`src/rtl/tlul_mailbox_pkg.sv`:
```
// Mailbox register map, STATUS/CTRL bit positions, register-select enum and
// the captured-response record.
package tlul_mailbox_pkg;

  localparam logic [3:0] MboxDataOffset   = 4'h0;
  localparam logic [3:0] MboxStatusOffset = 4'h4;
  localparam logic [3:0] MboxCtrlOffset   = 4'h8;
  localparam logic [3:0] MboxRsvdOffset   = 4'hC;

  localparam int StEmptyBit    = 0;
  localparam int StFullBit     = 1;
  localparam int StOverflowBit = 2;
  localparam int StCountLsb    = 8;

  localparam int CtrlFlushBit = 0;
  localparam int CtrlIrqEnBit = 1;

  typedef enum logic [1:0] {
    SelData   = 2'd0,
    SelStatus = 2'd1,
    SelCtrl   = 2'd2,
    SelRsvd   = 2'd3
  } reg_sel_e;

  typedef struct packed {
    logic        get;
    logic        err;
    logic [1:0]  size;
    logic [7:0]  source;
    logic [31:0] data;
  } mbox_rsp_t;

  // Unaligned offsets fall into the reserved slot and therefore error out.
  function automatic reg_sel_e addr_to_sel(logic [3:0] off);
    case (off)
      MboxDataOffset:   return SelData;
      MboxStatusOffset: return SelStatus;
      MboxCtrlOffset:   return SelCtrl;
      default:          return SelRsvd;
    endcase
  endfunction

endpackage

```
`src/rtl/tlul_pkg.sv`:
```
// Minimal TL-UL type package: A/D channel structs, opcodes and a 7-bit
// integrity helper shared by the response integrity generator.
package tlul_pkg;

  typedef enum logic [2:0] {
    PutFullData    = 3'h0,
    PutPartialData = 3'h1,
    Get            = 3'h4
  } tl_a_op_e;

  typedef enum logic [2:0] {
    AccessAck     = 3'h0,
    AccessAckData = 3'h1
  } tl_d_op_e;

  typedef struct packed {
    logic [6:0] cmd_intg;
    logic [6:0] data_intg;
  } tl_a_user_t;

  typedef struct packed {
    logic [6:0] rsp_intg;
    logic [6:0] data_intg;
  } tl_d_user_t;

  typedef struct packed {
    logic        a_valid;
    logic [2:0]  a_opcode;
    logic [2:0]  a_param;
    logic [1:0]  a_size;
    logic [7:0]  a_source;
    logic [31:0] a_address;
    logic [3:0]  a_mask;
    logic [31:0] a_data;
    tl_a_user_t  a_user;
    logic        d_ready;
  } tl_h2d_t;

  typedef struct packed {
    logic        d_valid;
    logic [2:0]  d_opcode;
    logic [2:0]  d_param;
    logic [1:0]  d_size;
    logic [7:0]  d_source;
    logic        d_sink;
    logic [31:0] d_data;
    tl_d_user_t  d_user;
    logic        d_error;
    logic        a_ready;
  } tl_d2h_t;

  // Hamming-style check bits: bit k covers positions whose index has bit k set,
  // bit 6 is overall parity.
  function automatic logic [6:0] intg7(logic [56:0] v);
    logic [6:0] p;
    p = '0;
    for (int j = 0; j < 57; j++) begin
      for (int k = 0; k < 6; k++) begin
        if (((j >> k) & 1) != 0) p[k] = p[k] ^ v[j];
      end
      p[6] = p[6] ^ v[j];
    end
    return p;
  endfunction

endpackage

```
`src/rtl/mailbox_fifo.sv`:
```
// Mailbox message FIFO: registered storage, wrapping pointers, occupancy count
// and a flush that overrides any concurrent push or pop.
module mailbox_fifo #(
  parameter int Depth = 8
) (
  input  logic                   clk_i,
  input  logic                   rst_i,
  input  logic                   push_i,
  input  logic [31:0]            wdata_i,
  input  logic                   pop_i,
  input  logic                   flush_i,
  output logic [31:0]            rdata_o,
  output logic                   empty_o,
  output logic                   full_o,
  output logic [$clog2(Depth):0] count_o
);

  localparam int AW = $clog2(Depth);
  localparam int CW = AW + 1;

  logic [31:0]   mem_q [Depth];
  logic [AW-1:0] wptr_q, wptr_d, rptr_q, rptr_d;
  logic [CW-1:0] cnt_q, cnt_d;
  logic          do_push, do_pop;

  assign empty_o = (cnt_q == '0);
  assign full_o  = (cnt_q == CW'(Depth));
  assign count_o = cnt_q;
  assign rdata_o = empty_o ? 32'h0 : mem_q[rptr_q];

  // A full FIFO may still accept a word when the head leaves in the same cycle.
  assign do_pop  = pop_i && !empty_o;
  assign do_push = push_i && (!full_o || do_pop);

  always_comb begin
    wptr_d = wptr_q;
    rptr_d = rptr_q;
    cnt_d  = cnt_q;
    if (flush_i) begin
      wptr_d = '0;
      rptr_d = '0;
      cnt_d  = '0;
    end else begin
      if (do_push) wptr_d = wptr_q + AW'(1);
      if (do_pop)  rptr_d = rptr_q + AW'(1);
      case ({do_push, do_pop})
        2'b10:   cnt_d = cnt_q + CW'(1);
        2'b01:   cnt_d = cnt_q - CW'(1);
        default: cnt_d = cnt_q;
      endcase
    end
  end

  always_ff @(posedge clk_i or posedge rst_i) begin
    if (rst_i) begin
      wptr_q <= '0;
      rptr_q <= '0;
      cnt_q  <= '0;
    end else begin
      wptr_q <= wptr_d;
      rptr_q <= rptr_d;
      cnt_q  <= cnt_d;
    end
  end

  always_ff @(posedge clk_i) begin
    if (do_push && !flush_i) mem_q[wptr_q] <= wdata_i;
  end

endmodule

```
`src/rtl/tlul_rsp_intg_gen.sv`:
```
// Fills the D-channel user integrity fields from the response command and data.
module tlul_rsp_intg_gen
  import tlul_pkg::*;
(
  input  tl_d2h_t tl_i,
  output tl_d2h_t tl_o
);

  logic unused_user;
  assign unused_user = ^tl_i.d_user;

  always_comb begin
    tl_o = tl_i;
    tl_o.d_user.rsp_intg  = intg7(57'({tl_i.d_opcode, tl_i.d_size, tl_i.d_error}));
    tl_o.d_user.data_intg = intg7(57'(tl_i.d_data));
  end

endmodule

```
`src/rtl/tlul_mailbox.sv`:
```
// TL-UL device mailbox: DATA/STATUS/CTRL registers in front of a message FIFO.
// Optional message-pending interrupt built only when MAILBOX_IRQ_EN is defined.
module tlul_mailbox
  import tlul_pkg::*;
  import tlul_mailbox_pkg::*;
#(
  parameter int Depth = 8
) (
  input  logic        clk_i,
  input  logic        rst_i,
  input  tl_h2d_t     tl_i,
  output tl_d2h_t     tl_o,
  output logic        msg_valid_o,
  output logic [31:0] msg_data_o,
  input  logic        msg_ready_i,
  output logic        irq_o
);

  localparam int CW = $clog2(Depth) + 1;

  logic          fifo_empty, fifo_full;
  logic [CW-1:0] fifo_count;
  logic          push, pop, flush;
  logic          accept, is_get, is_put, addr_hi_ok;
  reg_sel_e      sel;
  logic          ovf_set, ovf_clr, irq_en_wr, acc_err;
  logic [31:0]   acc_rdata, status_word;
  logic          ovf_q, ovf_d, rsp_pending_q, rsp_pending_d;
  mbox_rsp_t     rsp_q, rsp_d;
  tl_d2h_t       rsp;

  logic unused_tl;
  assign unused_tl = ^{tl_i.a_param, tl_i.a_user};

  assign accept     = tl_i.a_valid && !rsp_pending_q;
  assign is_get     = (tl_i.a_opcode == Get);
  assign is_put     = (tl_i.a_opcode == PutFullData) || (tl_i.a_opcode == PutPartialData);
  assign addr_hi_ok = (tl_i.a_address[31:4] == '0);
  assign sel        = addr_hi_ok ? addr_to_sel(tl_i.a_address[3:0]) : SelRsvd;
  assign pop        = msg_valid_o && msg_ready_i;

  always_comb begin
    status_word = '0;
    status_word[StEmptyBit]        = fifo_empty;
    status_word[StFullBit]         = fifo_full;
    status_word[StOverflowBit]     = ovf_q;
    status_word[StCountLsb +: 8]   = 8'(fifo_count);
  end

  // Request decode: every side effect happens in the accept cycle.
  always_comb begin
    push      = 1'b0;
    flush     = 1'b0;
    ovf_set   = 1'b0;
    ovf_clr   = 1'b0;
    irq_en_wr = 1'b0;
    acc_err   = 1'b0;
    acc_rdata = '0;
    if (accept) begin
      if (!(is_get || is_put) || sel == SelRsvd) begin
        acc_err = 1'b1;
      end else if (is_get) begin
        if (sel == SelStatus) acc_rdata = status_word;
      end else begin
        case (sel)
          SelData: begin
            if (tl_i.a_mask != 4'hF) begin
              acc_err = 1'b1;
            end else if (fifo_full && !pop) begin
              acc_err = 1'b1;
              ovf_set = 1'b1;
            end else begin
              push = 1'b1;
            end
          end
          SelStatus: ovf_clr = tl_i.a_data[StOverflowBit];
          SelCtrl: begin
            flush     = tl_i.a_data[CtrlFlushBit];
            irq_en_wr = 1'b1;
          end
          default: acc_err = 1'b1;
        endcase
      end
    end
  end

  always_comb begin
    ovf_d = ovf_q;
    if (ovf_set)      ovf_d = 1'b1;
    else if (ovf_clr) ovf_d = 1'b0;
    rsp_pending_d = rsp_pending_q ? !tl_i.d_ready : accept;
    rsp_d = rsp_q;
    if (accept) begin
      rsp_d.get    = is_get;
      rsp_d.err    = acc_err;
      rsp_d.size   = tl_i.a_size;
      rsp_d.source = tl_i.a_source;
      rsp_d.data   = acc_rdata;
    end
  end

  always_ff @(posedge clk_i or posedge rst_i) begin
    if (rst_i) begin
      ovf_q         <= 1'b0;
      rsp_pending_q <= 1'b0;
    end else begin
      ovf_q         <= ovf_d;
      rsp_pending_q <= rsp_pending_d;
    end
  end

  // Response payload only matters while rsp_pending_q is set.
  always_ff @(posedge clk_i) begin
    rsp_q <= rsp_d;
  end

  always_comb begin
    rsp          = '0;
    rsp.d_valid  = rsp_pending_q;
    rsp.d_opcode = rsp_q.get ? AccessAckData : AccessAck;
    rsp.d_size   = rsp_q.size;
    rsp.d_source = rsp_q.source;
    rsp.d_data   = rsp_q.data;
    rsp.d_error  = rsp_q.err;
    rsp.a_ready  = !rsp_pending_q;
  end

  tlul_rsp_intg_gen u_rsp_intg (
    .tl_i (rsp),
    .tl_o (tl_o)
  );

  mailbox_fifo #(.Depth(Depth)) u_fifo (
    .clk_i   (clk_i),
    .rst_i   (rst_i),
    .push_i  (push),
    .wdata_i (tl_i.a_data),
    .pop_i   (pop),
    .flush_i (flush),
    .rdata_o (msg_data_o),
    .empty_o (fifo_empty),
    .full_o  (fifo_full),
    .count_o (fifo_count)
  );

  assign msg_valid_o = !fifo_empty;

`ifdef MAILBOX_IRQ_EN
  logic irq_en_q, irq_en_d, irq_q, irq_d;

  always_comb begin
    irq_en_d = irq_en_wr ? tl_i.a_data[CtrlIrqEnBit] : irq_en_q;
    irq_d    = irq_en_q && !fifo_empty;
  end

  always_ff @(posedge clk_i or posedge rst_i) begin
    if (rst_i) begin
      irq_en_q <= 1'b0;
      irq_q    <= 1'b0;
    end else begin
      irq_en_q <= irq_en_d;
      irq_q    <= irq_d;
    end
  end

  assign irq_o = irq_q;
`else
  logic unused_irq_en_wr;
  assign unused_irq_en_wr = irq_en_wr;
  assign irq_o = 1'b0;
`endif

endmodule

```
`config.mk`:
```
export PLATFORM = sky130hd
export DESIGN_NAME = tlul_mailbox
export DESIGN_NICKNAME = d
export VERILOG_FILES = /design/src/rtl/tlul_mailbox_pkg.sv /design/src/rtl/tlul_pkg.sv /design/src/rtl/mailbox_fifo.sv /design/src/rtl/tlul_rsp_intg_gen.sv /design/src/rtl/tlul_mailbox.sv
export SDC_FILE = /design/constraint.sdc
export NUM_CORES = 1
export LEC_CHECK = 0
export CAP_MARGIN = 25
export CORE_MARGIN = 1
export CORE_UTILIZATION = 46
export CTS_BUF_LIST = sky130_fd_sc_hd__clkbuf_4 sky130_fd_sc_hd__clkbuf_8 sky130_fd_sc_hd__clkbuf_16
export DETAILED_ROUTE_END_ITERATION = 8
export HOLD_SLACK_MARGIN = 0.03
export PLACE_DENSITY = 0.78
export RECOVER_POWER = 50
export SYNTH_ARGS = -nofsm -noshare
export SYNTH_HDL_FRONTEND = slang
export SYNTH_HIERARCHICAL = 1
export SYNTH_SLANG_ARGS = --single-unit
```
`constraint.sdc`:
```
create_clock -name clk_i -period 12.6 [get_ports clk_i]
set_input_delay 3.15 -clock clk_i [delete_from_list [all_inputs] [get_ports clk_i]]
set_output_delay 3.15 -clock clk_i [all_outputs]
set_load 0.02 [all_outputs]
```
==> impl_metrics.tcl <==
set metrics [dict create \
    status "completed" \
    setup-tns-final_ps 0 \
    ys_warn_count 6 \
    pwr-share-clk_pct 29.7 \
    critPathCaptureType "flop" \
    setup_viol 0 \
    syn_avg_cell_area_um2 18.52 \
    critPathSlowestCell "nor3_2" \
    synthFlopType "edfxtp_1" \
    cts_buffer_depth 3 \
    grt_pass1_wl_um 37150 \
    stdcell_count 1221 \
    die_h_um 166.7 \
    vias 6295 \
    drc 0 \
    timing.final.crit_share_pct 64.91 \
    p_int_mw 2.146 \
    drt_wl_total_um 23780 \
    worst_pin_slew_ps 926.7 \
    grt_pass1_vias 6636 \
    finish.utilization_pct 58.14 \
    cts-root-buf "clkbuf_16" \
    die_area_mm2 0.02780 \
    start_util_pct 47.36 \
    power.switching_uw 904.7 \
    syn_area_mm2 0.01248 \
    setup_slack_ps 4421 \
    synth_seq_cells 287 \
    synth_cell_types 48 \
    synth_edf_count 275 \
    ant_nets 0 \
    clkTransAtPathRegs_ps 60 \
    worst_ep_arrival_time_ps 8370 \
    post_cts_resize_count 0 \
    drtPass1Iterations 4 \
    core_area_mm2 0.02635 \
    antenna_found_initial 3 \
    cts_htree_levels 1 \
    cts.sinks 287 \
    crit_required_ps 12790 \
    dp_slack_ps 3797 \
    wl_per_cell_um 19.47 \
    grt_max_degree 49 \
    max_stage_delay_ps 810 \
    vdd.ir_drop.worst_mv 0.1714 \
    post_cts_buffers 0 \
    die_x_um 166.7 \
    dp_hpwl_um 14400 \
    overflow 0 \
    hold_slack_ps 500.8 \
    maxCapViolCount 0 \
    seq_area_frac_synth_pct 68.56 \
    gr-usage-all-layers_pct 17.56 \
    min_path_type "reg2reg" \
    synthArstFlopShare_pct 4.181 \
    cp-start-kind "input port" \
    globalplace.congestion 0.7513 \
    postCtsHoldBufs 0 \
    fin_nets 975 \
    power.density_mw_per_mm2 199.1 \
    fin_worst_skew_ps 22.60 \
    ioPinCount 203 \
    drv_slew 0 \
    drive_gt1_share_pct 17.04 \
    rsz0062_at_grt "no" \
    path_cells "clkdlybuf4s50_1 > nor4_1 > nand4_1 > or3_1 > ha_1 > or4b_4 > or4_4 > a21oi_1 > o211ai_1 > nor3_2 > buf_4" \
    slew_headroom_pct 38.22 \
    leakagePower_nw 5.306 \
    drt-initial-drc-count 464 \
    stdcell_area_mm2 0.01532 \
    switching_share_pct 29.65 \
    p_total_mw 3.051 \
    placed_area_mm2 0.01427 \
    p_comb_share_pct 32.8 \
    crit_fanout 26 \
    hold_viol 0 \
    placementRows 59 \
    cts_tree "yes" \
    cts_made_buffers 29 \
    synthCells 674 \
    clk_latency_ps 560 \
    area_growth_pct 22.74 \
    fmax_mhz 122.3 \
    path_class "in2reg" \
    antennaDiodeCount 0 \
    numPortBuffers 146 \
    seqPwrFrac_pct 37.5 \
    layout_min_cycle_time_ps 8179 \
    via_per_inst 5.156 \
    placed_cells 1166 \
]
cells in the mapped netlist (all sizes together) (6+ instances only):
| library cell | instances | share of area (%) |
|---|---|---|
| mux4 | 64 | 12 |
| mux2i | 35 | 2.8 |
| edfxtp | 275 | 66 |
| nor3 | 7 | 0.28 |
| ha | 8 | 0.80 |
| nor4 | 10 | 0.55 |
| xor2 | 14 | 1.1 |
| nor2 | 50 | 1.5 |
| xnor3 | 6 | 1.1 |
| inv | 6 | 0.18 |
| buf | 73 | 4.2 |
| xnor2 | 43 | 3.3 |
| dfrtp | 12 | 2.4 |
| and2 | 8 | 0.40 |
| clkbuf | 8 | 0.24 |
| nand2 | 7 | 0.21 |
placed cells by master, fill, tap and decap left out, types with 3 or more instances in the layout:
cell type,count
xor2_1,12
clkinv_2,4
or3_1,3
nand2_1,7
conb_1,81
dlygate4sd3_1,63
dfrtp_1,9
mux4_2,64
clkbuf_16,29
buf_4,13
xnor2_1,40
nor3_1,5
edfxtp_1,275
clkbuf_4,5
a21oi_1,5
clkdlybuf4s50_1,83
nor2_4,4
mux2i_1,35
xnor3_1,5
ha_1,8
nor2_1,46
and2_1,8
o31ai_1,3
nand2b_1,4
bufinv_16,6
nor4_1,7
inv_1,6
clkinv_1,7
nand3b_1,4
nand3_1,3
worst max-delay path: cells and delay by family:
family | cells | cell delay (ps)
simple gates | 6 | 2780
fa+ha+maj | 1 | 230
compound gates | 2 | 1260
buf+inv | 2 | 940
power by group through the flow:
stage | registers (mW) | logic (mW) | clock network [mW]
floorplan | 1.10 | 0.733 | 0
global placement | 1.17 | 0.991 | 0
detailed placement | 1.17 | 1.00 | 0
CTS | 1.15 | 1.01 | 0.923
global route | 1.15 | 1.07 | 0.958
finish | 1.14 | 1.00 | 0.907
final timing paths:
check | from | endpoint | slack, ps | cells after the start
min reg2reg | ovf_q | ovf_q | 500 | 2
max reg2reg | rsp_pending_q | u_fifo/mem_q[5][1] | 8200 | 6
min | ovf_q | ovf_q | 500 | 2
max in group asynchronous | rst_i | u_fifo/rptr_q[0] | 9160 | 2
max | tl_i[56] | u_fifo/mem_q[5][1] | 4420 | 11
min in group asynchronous | rst_i | rsp_pending_q | 2960 | 2
registers in the layout (all words and copies together) (netlist names):
name,flops
u_fifo/wptr_q,3
u_fifo/count_o,4
ovf_q,1
rsp,18
u_fifo/rptr_q,3
u_fifo/mem_q,256
rsp_pending_q,1
rsp_q,1
cells by family (layout without fill, tap and decap cells):
| group | after synthesis | after routing | synth area share, % |
|---|---|---|---|
| flip-flops | 287 | 287 | 68.56 |
| AND/OR/NAND/NOR | 104 | 104 | 4.200 |
| multiplexers | 99 | 99 | 14.35 |
| buffers and inverters | 87 | 220 | 4.641 |
| XOR/XNOR | 65 | 65 | 5.864 |
| AO/OA/AOI/OAI | 21 | 21 | 1.353 |
| adder cells (fa/ha/maj) | 9 | 9 | 0.9623 |
| other | 2 | 81 | 0.06017 |
per-layer routing:
metal / global-route usage (%) / wire length, um / up-vias
met5: 0 / 40 / -
met4: 4.710 / 397 / 6
met3: 3.351 / 1477 / 39
met2: 31.09 / 12390 / 225
met1: 22.10 / 9467 / 3152
li1: - / - / 2873
cell type report:
cell class | instances | area [um^2]
timing repair buffer | 160 | 1587
multi-input combinational | 379 | 3702
fill | 1939 | 11030
clock buffer | 34 | 763.2
sequential | 287 | 8564
tap | 335 | 419.2
clock inverter | 20 | 262.8
inverter | 6 | 22.52
No activity file was read; power rests on OpenSTA's default activity.
